--- config.mk ---
export PLATFORM = sky130hd
export DESIGN_NAME = sipo_rx
export DESIGN_NICKNAME = d
export VERILOG_FILES = /design/src/rtl/sipo_rx.sv
export SDC_FILE = /design/constraint.sdc
export NUM_CORES = 1
export LEC_CHECK = 0
export BUFFER_PORTS_ARGS = -buffer_cell sky130_fd_sc_hd__buf_2
export CORE_MARGIN = 5
export CORE_UTILIZATION = 53
export DETAILED_ROUTE_END_ITERATION = 16
export GPL_TIMING_DRIVEN = 1
export HOLD_SLACK_MARGIN = 0.12
export PLACE_DENSITY = 0.77
export SKIP_CTS_REPAIR_TIMING = 1
export SLEW_MARGIN = 20
export SYNTH_ARGS = -nofsm -noshare
export SYNTH_HDL_FRONTEND = slang
export SYNTH_SLANG_ARGS = --single-unit
export TNS_END_PERCENT = 100
--- constraint.sdc ---
create_clock -name clk -period 2.61 [get_ports clk]
set_clock_uncertainty 0.05 [all_clocks]
set_input_delay 0.1305 -clock clk [delete_from_list [all_inputs] [get_ports clk]]
set_output_delay 0.1305 -clock clk [all_outputs]
set_load 0.05 [all_outputs]
--- src/rtl/sipo_rx.sv ---
// -----------------------------------------------------------------------------
// sipo_rx -- serial-in/parallel-out word receiver.
//
// Receive end of the shift-register serial link. While `frame` is high, one
// bit of `sdi` is sampled on every clock edge that has `sdi_en` set. Each
// group of WIDTH bits forms a word. Completed words are handed downstream
// through a one-entry valid/ready holding register. Back-to-back words can
// stream within a single frame.
//
// Parameters
//   WIDTH      word length in bits (>= 2)
//   MSB_FIRST  1: first bit received lands in dout[WIDTH-1]
//              0: first bit received lands in dout[0]
//
// Ports
//   clk         rising-edge clock
//   rst         asynchronous, active-low reset
//   sdi         serial data in
//   sdi_en      bit strobe (sampled only while frame=1)
//   frame       word-framing envelope
//   dout        last completed word; stable while dout_valid=1
//   dout_valid  holding register full
//   dout_ready  downstream accepts dout when dout_valid=1
//   busy        receiver is inside a frame (SHIFT state)
//   overrun     1-cycle pulse: word dropped because holding register was full
//   frame_err   1-cycle pulse: frame ended with a partial word
// -----------------------------------------------------------------------------
module sipo_rx #(
    parameter int WIDTH     = 8,
    parameter bit MSB_FIRST = 1'b1
) (
    input  logic             clk,
    input  logic             rst,
    input  logic             sdi,
    input  logic             sdi_en,
    input  logic             frame,
    output logic [WIDTH-1:0] dout,
    output logic             dout_valid,
    input  logic             dout_ready,
    output logic             busy,
    output logic             overrun,
    output logic             frame_err
);

    localparam int            CW       = $clog2(WIDTH);
    localparam logic [CW-1:0] CNT_LAST = CW'(WIDTH - 1);

    typedef enum logic {
        IDLE,
        SHIFT
    } state_t;

    state_t           state, state_nxt;
    logic [CW-1:0]    cnt, cnt_nxt;
    logic [WIDTH-1:0] sr, sr_nxt;
    logic [WIDTH-1:0] dout_nxt;
    logic             dout_valid_nxt;
    logic             overrun_nxt;
    logic             frame_err_nxt;

    logic [WIDTH-1:0] sr_shifted;
    logic             word_done;

    // Shift value including the bit presented on this edge.
    assign sr_shifted = MSB_FIRST ? {sr[WIDTH-2:0], sdi} : {sdi, sr[WIDTH-1:1]};

    assign busy = (state == SHIFT);

    // NOTE: every signal assigned here gets a default first, so no path
    // through the block leaves a value unassigned and no latch is inferred.
    always_comb begin
        state_nxt      = state;
        cnt_nxt        = cnt;
        sr_nxt         = sr;
        dout_nxt       = dout;
        dout_valid_nxt = dout_valid;
        overrun_nxt    = 1'b0;
        frame_err_nxt  = 1'b0;
        word_done      = 1'b0;

        unique case (state)
            IDLE: begin
                // WIDTH >= 2, so the first bit can never complete a word.
                if (frame && sdi_en) begin
                    sr_nxt    = sr_shifted;
                    cnt_nxt   = CW'(1);
                    state_nxt = SHIFT;
                end
            end

            SHIFT: begin
                // Falling frame takes priority over a strobe on the same edge.
                if (!frame) begin
                    frame_err_nxt = (cnt != '0);
                    cnt_nxt       = '0;
                    state_nxt     = IDLE;
                end else if (sdi_en) begin
                    sr_nxt = sr_shifted;
                    if (cnt == CNT_LAST) begin
                        cnt_nxt   = '0;
                        word_done = 1'b1;
                    end else begin
                        cnt_nxt = cnt + CW'(1);
                    end
                end
            end

            default: state_nxt = IDLE;
        endcase

        // Holding register: a pop on the same edge frees the slot for the
        // arriving word, so a simultaneous pop and load keeps dout_valid high.
        if (word_done) begin
            if (!dout_valid || dout_ready) begin
                dout_nxt       = sr_shifted;
                dout_valid_nxt = 1'b1;
            end else begin
                overrun_nxt = 1'b1;
            end
        end else if (dout_valid && dout_ready) begin
            dout_valid_nxt = 1'b0;
        end
    end

    // NOTE: sequential state uses non-blocking assignments so every register
    // samples its pre-edge inputs, independent of statement order.
    always_ff @(posedge clk or negedge rst) begin
        if (!rst) begin
            state      <= IDLE;
            cnt        <= '0;
            sr         <= '0;
            dout       <= '0;
            dout_valid <= 1'b0;
            overrun    <= 1'b0;
            frame_err  <= 1'b0;
        end else begin
            state      <= state_nxt;
            cnt        <= cnt_nxt;
            sr         <= sr_nxt;
            dout       <= dout_nxt;
            dout_valid <= dout_valid_nxt;
            overrun    <= overrun_nxt;
            frame_err  <= frame_err_nxt;
        end
    end

endmodule

==> results_dict.tcl, run 1 <==
set metrics [dict create \
    drv_slew 0 \
    finalCoreUtilization_pct 65.8 \
    cts_tree "yes" \
    gp_congestion 0.702 \
    clk_latency_ns 0.29 \
    power.density_nw_per_um2 617 \
    io-pin-count 18 \
    tns_ns 0 \
    grt_pass1_vias 578 \
    grt_start_max_net_pins 23 \
    hold_viol 0 \
    cts_sinks 22 \
    status "completed" \
    ys_types 17 \
    fmax_mhz 534 \
    fin_crit_sh_pct 71.7 \
    path_clk_slew_ns 0.11 \
    die_x_um 52.2 \
    fin_crit_ns 1.87 \
    synthCells 67 \
    multi_input_comb_area_um2 352 \
    place_hpwl_um 1100 \
    max_stage_delay_ns 0.50 \
    crit-reg2reg-launch "cnt[0]$_DFFE_PN0P_" \
    synth-seq-cells 22 \
    critPathCaptureType "flop" \
    placed_area_um2 1040 \
    p_leak_nw 0.582 \
    viasPerCell 5.05 \
    nets 100 \
    startpoint "cnt[0]$_DFFE_PN0P_" \
    worst_slew_pin_slew_ns 0.581 \
    post_drt_wl_per_cell_um 12.9 \
    crit_top_cell "ha_1" \
    finalSetupViolCount 0 \
    clockBufferDepth 2 \
    design_area_um2 1120 \
    dieArea_um2 2720 \
    numPortBuffers 17 \
    grt_util_all_layers_pct 12.3 \
    netlist_area_um2 942 \
    vias 581 \
    synthToLayoutAreaGrowth_pct 19.3 \
    reg2regPathDepth 5 \
    crit_required_ns 2.75 \
    max-vdd-ir-drop_mv 0.499 \
    yosysWarnings 0 \
    start_kind "flop" \
    root_buffer "clkbuf_4" \
    htreeDepth 1 \
    r2r_end "dout[4]$_DFFE_PN0P_" \
    crit_fanout 8 \
    relSlewSlack_pct 61.1 \
    totalWireLength_um 1480 \
    yosysSeqAreaShare_pct 58.4 \
    worst-r2r-setup-slack_ns 0.74 \
    drive_above_1_share_pct 42.2 \
    dr.pass1.iters 4 \
    grt_pass1_wl_um 2440 \
    grt_overflow 0 \
    path_class "reg -> reg" \
    antenna_found_initial 0 \
    rsz0062_at_grt "false" \
    crit_chain "ha_1 -> ha_1 -> nand4_2 -> nor2b_2 -> mux2_4" \
    num_rows 15 \
    endpoint "dout[4]$_DFFE_PN0P_" \
    n_fill_cell 136 \
    worstPathArrival_ns 2.01 \
    hold_class "in -> async" \
    drv_cap 0 \
    n_antenna_cell 0 \
    slowest_stage "nor2b_2" \
    regArea_um2 551 \
    core_area_um2 1710 \
    die_h_um 52.2 \
    numCtsBuffers 3 \
    syn_nets 76 \
    synth_area_per_cell_um2 14.1 \
    antenna_left 0 \
    p_total_mw 0.694 \
    initial_core_util_pct 55.2 \
    drt_iter0_markers 1 \
    drc_errors 0 \
]
[registers in the layout, indices dropped and copies added, names as in the netlist]
signal / cells
dout: 8
busy: 1
cnt: 3
dout_valid: 1
sr: 7
frame_err: 1
overrun: 1
[layout by cell type (no fill, tap or decap), drive strengths merged]
master / synthesis / final
buf: 3 / 17
nor2: 4 / 4
dfrtp: 22 / 22
nand4: 1 / 1
a211oi: 1 / 1
ha: 3 / 3
clkbuf: 0 / 4
a32o: 1 / 1
o21ai: 4 / 4
nand3: 2 / 2
nand2: 2 / 2
nand2b: 1 / 1
nor2b: 1 / 1
mux2: 15 / 15
a22o: 2 / 2
dlygate4sd3: 0 / 5
inv: 5 / 5
[per-layer routing]
| layer | vias up | track usage [%] | part of all wire, % | routed length, um |
|---|---|---|---|---|
| li1 | 278 | - | - | - |
| met1 | 282 | 13.8 | 42 | 615 |
| met2 | 17 | 21.5 | 51 | 760 |
| met3 | 4 | 5.44 | 5.4 | 80 |
| met4 | 0 | 2.55 | 1.7 | 25 |
| met5 | - | 0 | 0 | 0 |
[cells in the mapped netlist]
| master | number | area share (%) |
|---|---|---|
| ha_1 | 3 | 4.0 |
| nand2_1 | 2 | 0.80 |
| dfrtp_1 | 22 | 58 |
| nand3_1 | 2 | 1.1 |
| a22o_1 | 2 | 1.9 |
| a211oi_1 | 1 | 0.80 |
| nor2b_2 | 1 | 0.93 |
| mux2_4 | 8 | 13 |
| a32o_1 | 1 | 1.1 |
| buf_6 | 1 | 1.2 |
| mux2_2 | 7 | 8.4 |
| nor2_1 | 4 | 1.6 |
| o21ai_0 | 4 | 2.1 |
| nand4_2 | 1 | 1.3 |
| inv_1 | 5 | 2.0 |
| buf_2 | 2 | 1.1 |
| nand2b_1 | 1 | 0.66 |
[metrics by stage]
step / hold WS (ns) / setup slack [ns] / instances
finish: 0.261 / 0.739 / 115
global route: 0.288 / 0.634 / 115
CTS: -0.276 / 0.715 / 110
detailed placement: 0.0629 / 0.747 / 106
global placement: 0.0618 / 0.808 / 106
floorplan: -0.215 / 0.942 / 67
[worst min-delay path by stage]
stage          from  cells past startpoint                   to  slack [ns]
3_5_place_dp    rst                      1  frame_err$_DFF_PN0_        0.06
6_report        rst                      2    overrun$_DFF_PN0_        0.26
3_3_place_gp    rst                      1  frame_err$_DFF_PN0_        0.06
2_1_floorplan   rst                      0       busy$_DFF_PN0_       -0.22
4_1_cts         rst                      1   cnt[1]$_DFFE_PN0P_       -0.28
5_1_grt         rst                      2   cnt[1]$_DFFE_PN0P_        0.29
[report_power, final]
part           internal, mW  switching, mW  total (mW)  leakage, nW
Clock                0.0849         0.0916       0.177       0.0210
Sequential            0.388         0.0341       0.422        0.289
Combinational        0.0524         0.0423      0.0947        0.272
Total                 0.526          0.168       0.694        0.582
[critical path, delay by kind of cell (launching register included)]
kind,cells,cell delay [ns]
adders and majority gates,2,0.33
muxes,1,0.35
and+or+nand+nor,2,0.63
DFF,1,0.40
[area by class of cell]
type	count	area share [%]
Clock buffer	4	3.23
Inverter	5	1.67
Multi-Input combinational cell	37	31.3
Sequential cell	22	49.0
Tap cell	25	2.78
Timing Repair Buffer	22	12.0
[kinds of logic after synthesis]
kind of cell	share of synthesized area, %
adder cells (fa/ha/maj)	3.98
multiplexers	21.1
AND/OR/NAND/NOR	6.37
buffers and inverters	4.25
AO/OA/AOI/OAI	5.84
flip-flops	58.4
Note: power is estimated with default switching activity, not from simulation.
==> run 2, diff against run 1 <==
--- a/config.mk
+++ b/config.mk
@@ -5,13 +5,14 @@
 export SDC_FILE = /design/constraint.sdc
 export NUM_CORES = 1
 export LEC_CHECK = 0
+export ABC_AREA = 1
 export BUFFER_PORTS_ARGS = -buffer_cell sky130_fd_sc_hd__buf_2
 export CORE_MARGIN = 5
-export CORE_UTILIZATION = 53
+export CORE_UTILIZATION = 47
 export DETAILED_ROUTE_END_ITERATION = 16
 export GPL_TIMING_DRIVEN = 1
 export HOLD_SLACK_MARGIN = 0.12
-export PLACE_DENSITY = 0.77
+export PLACE_DENSITY = 0.72
 export SKIP_CTS_REPAIR_TIMING = 1
 export SLEW_MARGIN = 20
 export SYNTH_ARGS = -nofsm -noshare
==> constraint.sdc (replaced) <==
create_clock -name clk -period 1.7 [get_ports clk]
set_clock_uncertainty 0.05 [all_clocks]
set_input_delay 0.085 -clock clk [delete_from_list [all_inputs] [get_ports clk]]
set_output_delay 0.085 -clock clk [all_outputs]
set_load 0.05 [all_outputs]
==> run 2 against run 1 <==
- register-to-register slack lost 0.39 ns
- first-iteration DRC count grew to 9.0 times the previous value
- design area grew 0.45%
- final cell count grew 26%
- sequential share of layout area shrank 0.22 points
- maximum frequency grew 38%
- flip-flop and latch count is the same
- non-clock buffer count shrank 1
- count of clock-buffer cells in the layout shrank 1
- power grew 60%
- critical path type unchanged
- critical endpoint is now dout[7]$_DFFE_PN0P_
==> results_dict.tcl, run 2 <==
set metrics [dict create \
    drc_errors 0 \
    rsz0062_at_grt "false" \
    fin_crit_sh_pct 79.7 \
    synth_top_cell_area_share_pct 59.0 \
    combPwrFrac_pct 10.6 \
    post_drt_wl_per_cell_um 11.0 \
    numPortBuffers 17 \
    drv_cap 0 \
    totalWireLength_um 1590 \
    synth-edff-count 0 \
    relSlewSlack_pct 67.8 \
    worst-r2r-setup-slack_ns 0.34 \
    clockBufferDepth 2 \
    cts_tree "yes" \
    top_register "dout" \
    seq_power_share_pct 53.8 \
    synth-xor-area-share_pct 0 \
    async_flop_share_pct 100 \
    gp_congestion 0.743 \
    yosys.area_share.simple_pct 28.0 \
    clk_latency_ns 0.31 \
    crit-reg2reg-launch "cnt[0]$_DFFE_PN0P_" \
    num_rows 16 \
    hold_viol 0 \
    tns_ns 0 \
    drv_slew 0 \
    n_antenna_cell 0 \
    antenna_left 0 \
    grt_overflow 0 \
    p_sw_mw 0.268 \
    p_total_mw 1.11 \
    drive_above_1_share_pct 22.9 \
    drt_iter0_markers 9 \
    grt_start_max_net_pins 23 \
    viasPerCell 4.60 \
    yosysSeqAreaShare_pct 59.0 \
    synth_ff_type "dfrtp_1" \
    fmax_mhz 738 \
    finalSetupViolCount 0 \
    endpoint "dout[7]$_DFFE_PN0P_" \
    final_cell_mix "nand2_1 (38), dfrtp_1 (22), buf_2 (17)" \
    worstPathArrival_ns 1.51 \
    path_class "reg -> reg" \
    place_ws_ns 0.347 \
    p_sw_share_pct 24.1 \
    synthToLayoutAreaGrowth_pct 20.9 \
    synth-seq-cells 22 \
    fin_ws_ns 0.344 \
    largest_reg_flops 8 \
    p_int_mw 0.845 \
    synthTopCellsByCount "nand2_1 (38), dfrtp_1 (22), nand3_1 (11)" \
    status "completed" \
    core_area_um2 1920 \
    yosysWarnings 0 \
    die_x_um 54.6 \
    dieArea_um2 2980 \
    max-vdd-ir-drop_mv 0.702 \
    reg.largest.list "dout (8), sr (7), cnt (3)" \
    p_leak_nw 0.657 \
    yosys-mux-area-fraction_pct 0 \
    cts_sinks 22 \
    ys_types 15 \
    max_stage_delay_ns 0.39 \
    yosysMostFrequentCell "nand2_1" \
    htreeDepth 1 \
    root_buffer "clkbuf_4" \
    syn_nets 104 \
    synthAdderAreaFrac_pct 4.02 \
    final_common_cell "nand2_1" \
    initial_core_util_pct 48.6 \
    synthTopCellsByArea "dfrtp_1 (59%), nand2_1 (15%), nand3_1 (5.9%)" \
    start_kind "flop" \
    grt_pass1_wl_um 2590 \
    synth_top_area_cell "dfrtp_1" \
    fin_crit_ns 1.36 \
    path_clk_slew_ns 0.13 \
    io-pin-count 18 \
    crit_fanout 9 \
    hold_class "in -> async" \
    synth-compound-area-share_pct 4.42 \
    clkPwrFrac_pct 35.6 \
    grt_util_all_layers_pct 12.6 \
    critPathCaptureType "flop" \
    synth_area_per_cell_um2 9.83 \
    netlist_area_um2 933 \
    power.density_nw_per_um2 986 \
    crit_required_ns 1.85 \
    die_h_um 54.6 \
    place_hpwl_um 1140 \
    r2r_end "dout[7]$_DFFE_PN0P_" \
    synthCells 95 \
    synth_top_family_by_area "simple AND/OR/NAND/NOR gates" \
    vias 667 \
    crit_chain "ha_1 -> ha_1 -> nand2_4 -> nor2_8 -> nand2_4 -> nand2_1 -> nand2_1" \
    antenna_found_initial 0 \
    dr.pass1.iters 4 \
    nets 128 \
    numCtsBuffers 3 \
    startpoint "cnt[0]$_DFFE_PN0P_" \
    grt_pass1_vias 595 \
    reg2regPathDepth 7 \
    worst_slew_pin_slew_ns 0.483 \
    slowest_stage "dfrtp_1" \
]
## run 2: worst min-delay path by stage
| stage | start | slack [ns] | cells past startpoint | end |
|---|---|---|---|---|
| after global routing | rst | 0.24 | 2 | dout[5]$_DFFE_PN0P_ |
| after floorplan | rst | -0.26 | 0 | busy$_DFF_PN0_ |
| final | rst | 0.21 | 2 | sr[4]$_DFFE_PN0P_ |
| after CTS | rst | -0.34 | 1 | dout[5]$_DFFE_PN0P_ |
| after global placement | rst | 0.01 | 1 | sr[6]$_DFFE_PN0P_ |
| after detailed placement | rst | 0.02 | 1 | dout[7]$_DFFE_PN0P_ |
## run 2: area by class of cell
class | count | area [um2]
clock inverters | 1 | 30.0
flip-flops and latches | 22 | 551
multi-input cells | 64 | 340
inverters | 7 | 26.3
well taps | 27 | 33.8
clock buffers | 3 | 22.5
repair buffers | 21 | 125
fillers | 189 | 793
## run 2: critical path, delay by kind of cell (launching register included)
kind                       cells  cell delay [ns]
adders and majority gates      2             0.34
and+or+nand+nor                5             0.48
DFF                            1             0.39
## run 2: kinds of logic after synthesis
| kind of cell | after synthesis |
|---|---|
| AO/OA/AOI/OAI | 7 |
| AND/OR/NAND/NOR | 54 |
| buffers and inverters | 9 |
| adder cells (fa/ha/maj) | 3 |
| flip-flops | 22 |
## run 2: metrics by stage
stage / instances / hold WS (ns) / util [%] / cell area, um2
detailed placement: 137 / 0.0183 / 53.9 / 1040
global placement: 137 / 0.0149 / 53.9 / 1040
CTS: 141 / -0.337 / 56.6 / 1090
global route: 145 / 0.243 / 58.7 / 1130
floorplan: 95 / -0.261 / - / 933
finish: 145 / 0.206 / 58.7 / 1130
## run 2: per-layer routing
metal	up-vias	track usage, %	share of wire (%)
li1	347	-	-
met1	298	16.9	48
met2	17	18.1	44
met3	5	2.45	5.5
met4	0	8.71	2.6
met5	-	0	0
## run 2: power groups by stage
stage	combinational (mW)	clock, mW	sequential, mW
finish	0.118	0.396	0.599
global route	0.137	0.427	0.605
floorplan	0.0588	0	0.622
CTS	0.113	0.406	0.599
detailed placement	0.113	0	0.609
global placement	0.109	0	0.609
